### config.mk
export PLATFORM = sky130hd
export DESIGN_NAME = serial_adder_controller
export DESIGN_NICKNAME = d
export VERILOG_FILES = /design/src/rtl/hack_pkg.sv /design/src/rtl/full_adder.sv /design/src/rtl/serial_adder_controller.sv
export SDC_FILE = /design/constraint.sdc
export NUM_CORES = 1
export LEC_CHECK = 0
export ABC_AREA = 1
export CAP_MARGIN = 20
export CORE_UTILIZATION = 58
export CTS_BUF_LIST = sky130_fd_sc_hd__clkbuf_8
export DETAILED_ROUTE_END_ITERATION = 8
export GPL_ROUTABILITY_DRIVEN = 1
export HOLD_SLACK_MARGIN = 0.12
export PLACE_DENSITY = 0.87
export SYNTH_ARGS = -nofsm -noshare
export SYNTH_HDL_FRONTEND = slang
export SYNTH_HIERARCHICAL = 1
export SYNTH_SLANG_ARGS = --single-unit
### constraint.sdc
create_clock -name clk -period 2.83 [get_ports clk]
set_input_delay 0.4245 -clock clk [delete_from_list [all_inputs] [get_ports clk]]
set_output_delay 0.4245 -clock clk [all_outputs]
set_load 0.05 [all_outputs]
### src/rtl/hack_pkg.sv
// Shared definitions for the Hack word datapath: the word width and the
// serial adder's sequencing states.
package hack_pkg;

  localparam int HACK_WORD_WIDTH = 16;

  typedef enum logic [1:0] {
    IDLE  = 2'd0,
    SHIFT = 2'd1,
    DONE  = 2'd2
  } serial_state_t;

  // Signed overflow of an add: carry into the MSB disagrees with carry out of it.
  function automatic logic signed_overflow(input logic c_in, input logic c_out);
    return c_in ^ c_out;
  endfunction

endpackage

### src/rtl/full_adder.sv
// One-bit full adder. This is the only arithmetic resource in the serial adder.
module full_adder (
  input  logic a,
  input  logic b,
  input  logic c,
  output logic sum,
  output logic carry
);

  assign sum   = a ^ b ^ c;
  assign carry = (a & b) | (a & c) | (b & c);

endmodule

### src/rtl/serial_adder_controller.sv
// Bit-serial add/subtract: operands shift LSB-first through one full_adder and
// the ripple carry is held in a register. Subtract feeds ~b with carry-in 1.
module serial_adder_controller
  import hack_pkg::*;
#(
  parameter int WIDTH = HACK_WORD_WIDTH
) (
  input  logic             clk,
  input  logic             reset,
  input  logic             in_valid,
  output logic             in_ready,
  input  logic [WIDTH-1:0] a,
  input  logic [WIDTH-1:0] b,
  input  logic             sub,
  output logic             out_valid,
  input  logic             out_ready,
  output logic [WIDTH-1:0] result,
  output logic             carry_out,
  output logic             overflow
);

  localparam int CNT_W = (WIDTH > 2) ? $clog2(WIDTH) : 1;

  serial_state_t    state_q, state_d;
  logic [WIDTH-1:0] a_q, b_q;
  logic [WIDTH-2:0] res_sh_q;
  logic [WIDTH-1:0] result_q;
  logic [CNT_W-1:0] cnt_q;
  logic             carry_q;
  logic             cout_q;
  logic             ovf_q;

  logic             fa_sum_s;
  logic             fa_carry_s;
  logic             last_bit_s;
  logic             accept_s;
  logic [WIDTH-1:0] res_cat_s;

  full_adder u_fa (
    .a     (a_q[0]),
    .b     (b_q[0]),
    .c     (carry_q),
    .sum   (fa_sum_s),
    .carry (fa_carry_s)
  );

  assign last_bit_s = (cnt_q == CNT_W'(WIDTH - 1));
  assign accept_s   = (state_q == IDLE) && in_valid;
  // New sum bit enters at the top; after the final shift this is the whole word.
  assign res_cat_s  = {fa_sum_s, res_sh_q};

  // State register.
  always_ff @(posedge clk) begin
    if (reset) begin
      state_q <= IDLE;
    end else begin
      state_q <= state_d;
    end
  end

  // Next-state logic.
  always_comb begin
    state_d = state_q;
    case (state_q)
      IDLE: begin
        if (in_valid) state_d = SHIFT;
        else          state_d = IDLE;
      end
      SHIFT: begin
        if (last_bit_s) state_d = DONE;
        else            state_d = SHIFT;
      end
      DONE: begin
        if (out_ready) state_d = IDLE;
        else           state_d = DONE;
      end
      default: state_d = IDLE;
    endcase
  end

  // Handshake outputs decoded from the current state.
  always_comb begin
    in_ready  = 1'b0;
    out_valid = 1'b0;
    case (state_q)
      IDLE:    in_ready  = 1'b1;
      SHIFT:   in_ready  = 1'b0;
      DONE:    out_valid = 1'b1;
      default: in_ready  = 1'b0;
    endcase
  end

  // Operand/result shift registers, ripple carry, bit counter and result latch.
  always_ff @(posedge clk) begin
    if (reset) begin
      a_q      <= '0;
      b_q      <= '0;
      res_sh_q <= '0;
      result_q <= '0;
      cnt_q    <= '0;
      carry_q  <= 1'b0;
      cout_q   <= 1'b0;
      ovf_q    <= 1'b0;
    end else if (accept_s) begin
      a_q     <= a;
      b_q     <= sub ? ~b : b;
      carry_q <= sub;
      cnt_q   <= '0;
    end else if (state_q == SHIFT) begin
      a_q      <= a_q >> 1;
      b_q      <= b_q >> 1;
      res_sh_q <= res_cat_s[WIDTH-1:1];
      carry_q  <= fa_carry_s;
      cnt_q    <= cnt_q + CNT_W'(1);
      if (last_bit_s) begin
        result_q <= res_cat_s;
        cout_q   <= fa_carry_s;
        ovf_q    <= signed_overflow(carry_q, fa_carry_s);
      end else begin
        result_q <= result_q;
      end
    end else begin
      a_q <= a_q;
    end
  end

  assign result    = result_q;
  assign carry_out = cout_q;
  assign overflow  = ovf_q;

endmodule

==> results.tsv <==
metric	value	unit
synth_largest_area_cell	dfxtp_1	
p_int	1806	uW
antenna_left	0	
cts_buffers	9	
syn_area	3209	um^2
cts.path.max_buffers	2	
rows	26	
wire_per_inst	11.40	um
synth_top_area_share	44.91	%
design_area	4065	um^2
min_to	a_q[15]	
drt_pre_antenna_iters	4	
slew_violations	0	
swShare	24.36	%
cp-end-kind	primary output	
io_pins	57	
worst-setup-path-type	reg2out	
crit_arrival	1.93	ns
slowest_stage	clkdlybuf4s50_1	
dieArea	5835	um^2
relSlewSlack	41.72	%
synth_nets	518	
area_growth	26.67	%
drive_gt1_share	6.168	%
place.gp.congestion	0.7863	
cts-root-buf	clkbuf_8	
ys_warn_count	6	
rsz0062_at_grt	no	
reg2reg_depth	6	
die_h	76.39	um
netlist_instances	479	
synthTopCellsByArea	dfxtp_1 45%, nand2_1 17%, nor2_1 10%	
start_util	61.66	%
clock-sinks	72	
grt_pass1_wl	12220	um
crit_required	2.41	ns
fin_nets	569	
finalHoldViolCount	0	
rrSetupSlack	1.03	ns
synth_area_per_cell	6.700	um^2
period_share	83.09	%
clock_latency	0.34	ns
overflow	0	
min_from	a_q[15]	
tightestPinTransition	0.8732	ns
leakagePower	0.001965	uW
vias	3042	
ys_seq_area_share	44.91	%
h-tree-depth	3	
ctsResizeCount	0	
core_area	5205	um^2
fmax	425.2	MHz
fin_setup_tns	0	ns
drc	0	
clkTransAtPathRegs	0.07	ns
setup_violations	0	
ir_drop	0.0003254	V
seq_power_share	46.1	%
postCtsSetupBuffers	0	
io_buffers	56	
crit_path_start_kind	flop	
hold_class	reg2reg	
period_needed	2.352	ns
fin_util	78.10	%
crit_chain	inv_2 -> nor2_1 -> clkdlybuf4s50_1	
reg2reg_from	state_q[0]	
antenna_found_initial	0	
place_hpwl	4548	um
fin_skew	0.006646	ns
netSwitchingPower	581.7	uW
die_w	76.39	um
cp_slowest_stage_delay	0.85	ns
status	complete, no violations	
routed_wl	6894	um
grtUsageTotal	25.90	%
hold_depth	2	
grt_max_degree	35	
worstPathMaxFanout	5	
drtIter0Drc	197	
p_per_area	587.4	nW/um^2
tritoncts	built	
dpl_cell_area	3811	um^2
max_cap_violations	0	
synth_seq_cells	72	
power_frac_clock	42.0	%
nFillCells	388	
synth_cell_types	23	
power_frac_comb	11.9	%
viasPerCell	5.028	
r2r-end	res_sh_q[3]	
antenna_cells	0	
cts.hold.buffers_added	0	
grt_pass1_vias	2863	
-- area by class of cell --
class / instances / area [um^2] / share of cell area (%)
Tap cell: 70 / 87.58 / 2.155
Timing Repair Buffer: 65 / 628.1 / 15.45
Clock buffer: 10 / 137.6 / 3.386
Multi-Input combinational cell: 345 / 1513 / 37.21
Inverter: 37 / 141.4 / 3.478
Sequential cell: 72 / 1441 / 35.46
Clock inverter: 6 / 116.4 / 2.862
-- synth_stat cells --
cell / instances
nand2_1: 149
nor2_1: 88
dfxtp_1: 72
nand3_1: 43
inv_1: 34
o21ai_0: 33
and2_1: 14
buf_2: 14
clkbuf_1: 8
a21oi_1: 7
buf_4: 2
inv_2: 2
nor2_2: 2
xor2_1: 2
buf_1: 1
fa_1: 1
ha_1: 1
inv_4: 1
nand2_4: 1
nor2_8: 1
nor3b_1: 1
o21ai_1: 1
o21ai_2: 1
-- layout by cell type, fill, tap and decap left out, drive strengths merged, types with 2 or more instances in the layout --
master,netlist,final
a21oi,7,7
and2,14,14
buf,17,9
bufinv,0,3
clkbuf,8,10
clkdlybuf4s50,0,56
clkinv,0,3
dfxtp,72,72
inv,37,37
nand2,150,150
nand3,43,43
nor2,91,91
o21ai,35,35
xor2,2,2
-- per-layer routing --
| layer | GRT usage [%] | vias up | wire length, um |
|---|---|---|---|
| met3 | 4.431 | 12 | 292 |
| li1 | - | 1575 | - |
| met4 | 12.31 | 0 | 109 |
| met2 | 44.41 | 86 | 3387 |
| met5 | 0 | - | 0 |
| met1 | 31.42 | 1369 | 3105 |
-- flip-flops by register name, indices dropped and copies added, names as in the netlist --
| name | flops |
|---|---|
| b_q | 16 |
| result | 16 |
| cnt_q | 4 |
| overflow | 1 |
| a_q | 16 |
| state_q | 2 |
| carry_out | 1 |
| carry_q | 1 |
| res_sh_q | 15 |
-- cell families after synthesis --
group / after synthesis / synth area share [%]
XOR/XNOR: 2 / 0.5459
adder cells (fa/ha/maj): 2 / 1.014
AO/OA/AOI/OAI: 42 / 6.667
flip-flops: 72 / 44.91
buffers and inverters: 62 / 8.109
AND/OR/NAND/NOR: 299 / 38.75
-- through the flow --
| stage | setup slack (ns) | hold WS, ns | total power, uW | instances |
|---|---|---|---|---|
| 2_1_floorplan | 1.272 | 0.4445 | 1302 | 479 |
| 3_3_place_gp | 0.7427 | 0.4542 | 1393 | 589 |
| 3_5_place_dp | 0.6781 | 0.4598 | 1404 | 589 |
| 4_1_cts | 0.4684 | 0.4714 | 2397 | 605 |
| 5_1_grt | 0.4134 | 0.5006 | 2493 | 605 |
| 6_report | 0.4784 | 0.4701 | 2388 | 605 |
-- critical path, delay by kind of cell (launching register included) --
kind / cells / cell delay, ns
buffers and inverters: 2 / 0.96
DFF: 1 / 0.43
and+or+nand+nor: 1 / 0.21
-- power by group through the flow --
stage | sequential, uW | clock (uW) | combinational, uW
floorplan | 1110 | 0 | 187
global placement | 1120 | 0 | 272
detailed placement | 1120 | 0 | 281
CTS | 1100 | 1010 | 285
global route | 1110 | 1060 | 324
finish | 1100 | 1000 | 284
-- worst max-delay path by stage --
stage,to,cells after the start,from
after floorplan,out_valid,2,state_q[1]
after global placement,res_sh_q[11],5,reset
after detailed placement,res_sh_q[0],5,reset
after CTS,out_valid,3,state_q[1]
after global routing,out_valid,3,state_q[1]
final,out_valid,3,state_q[1]
(Power assumes the default switching activity.)
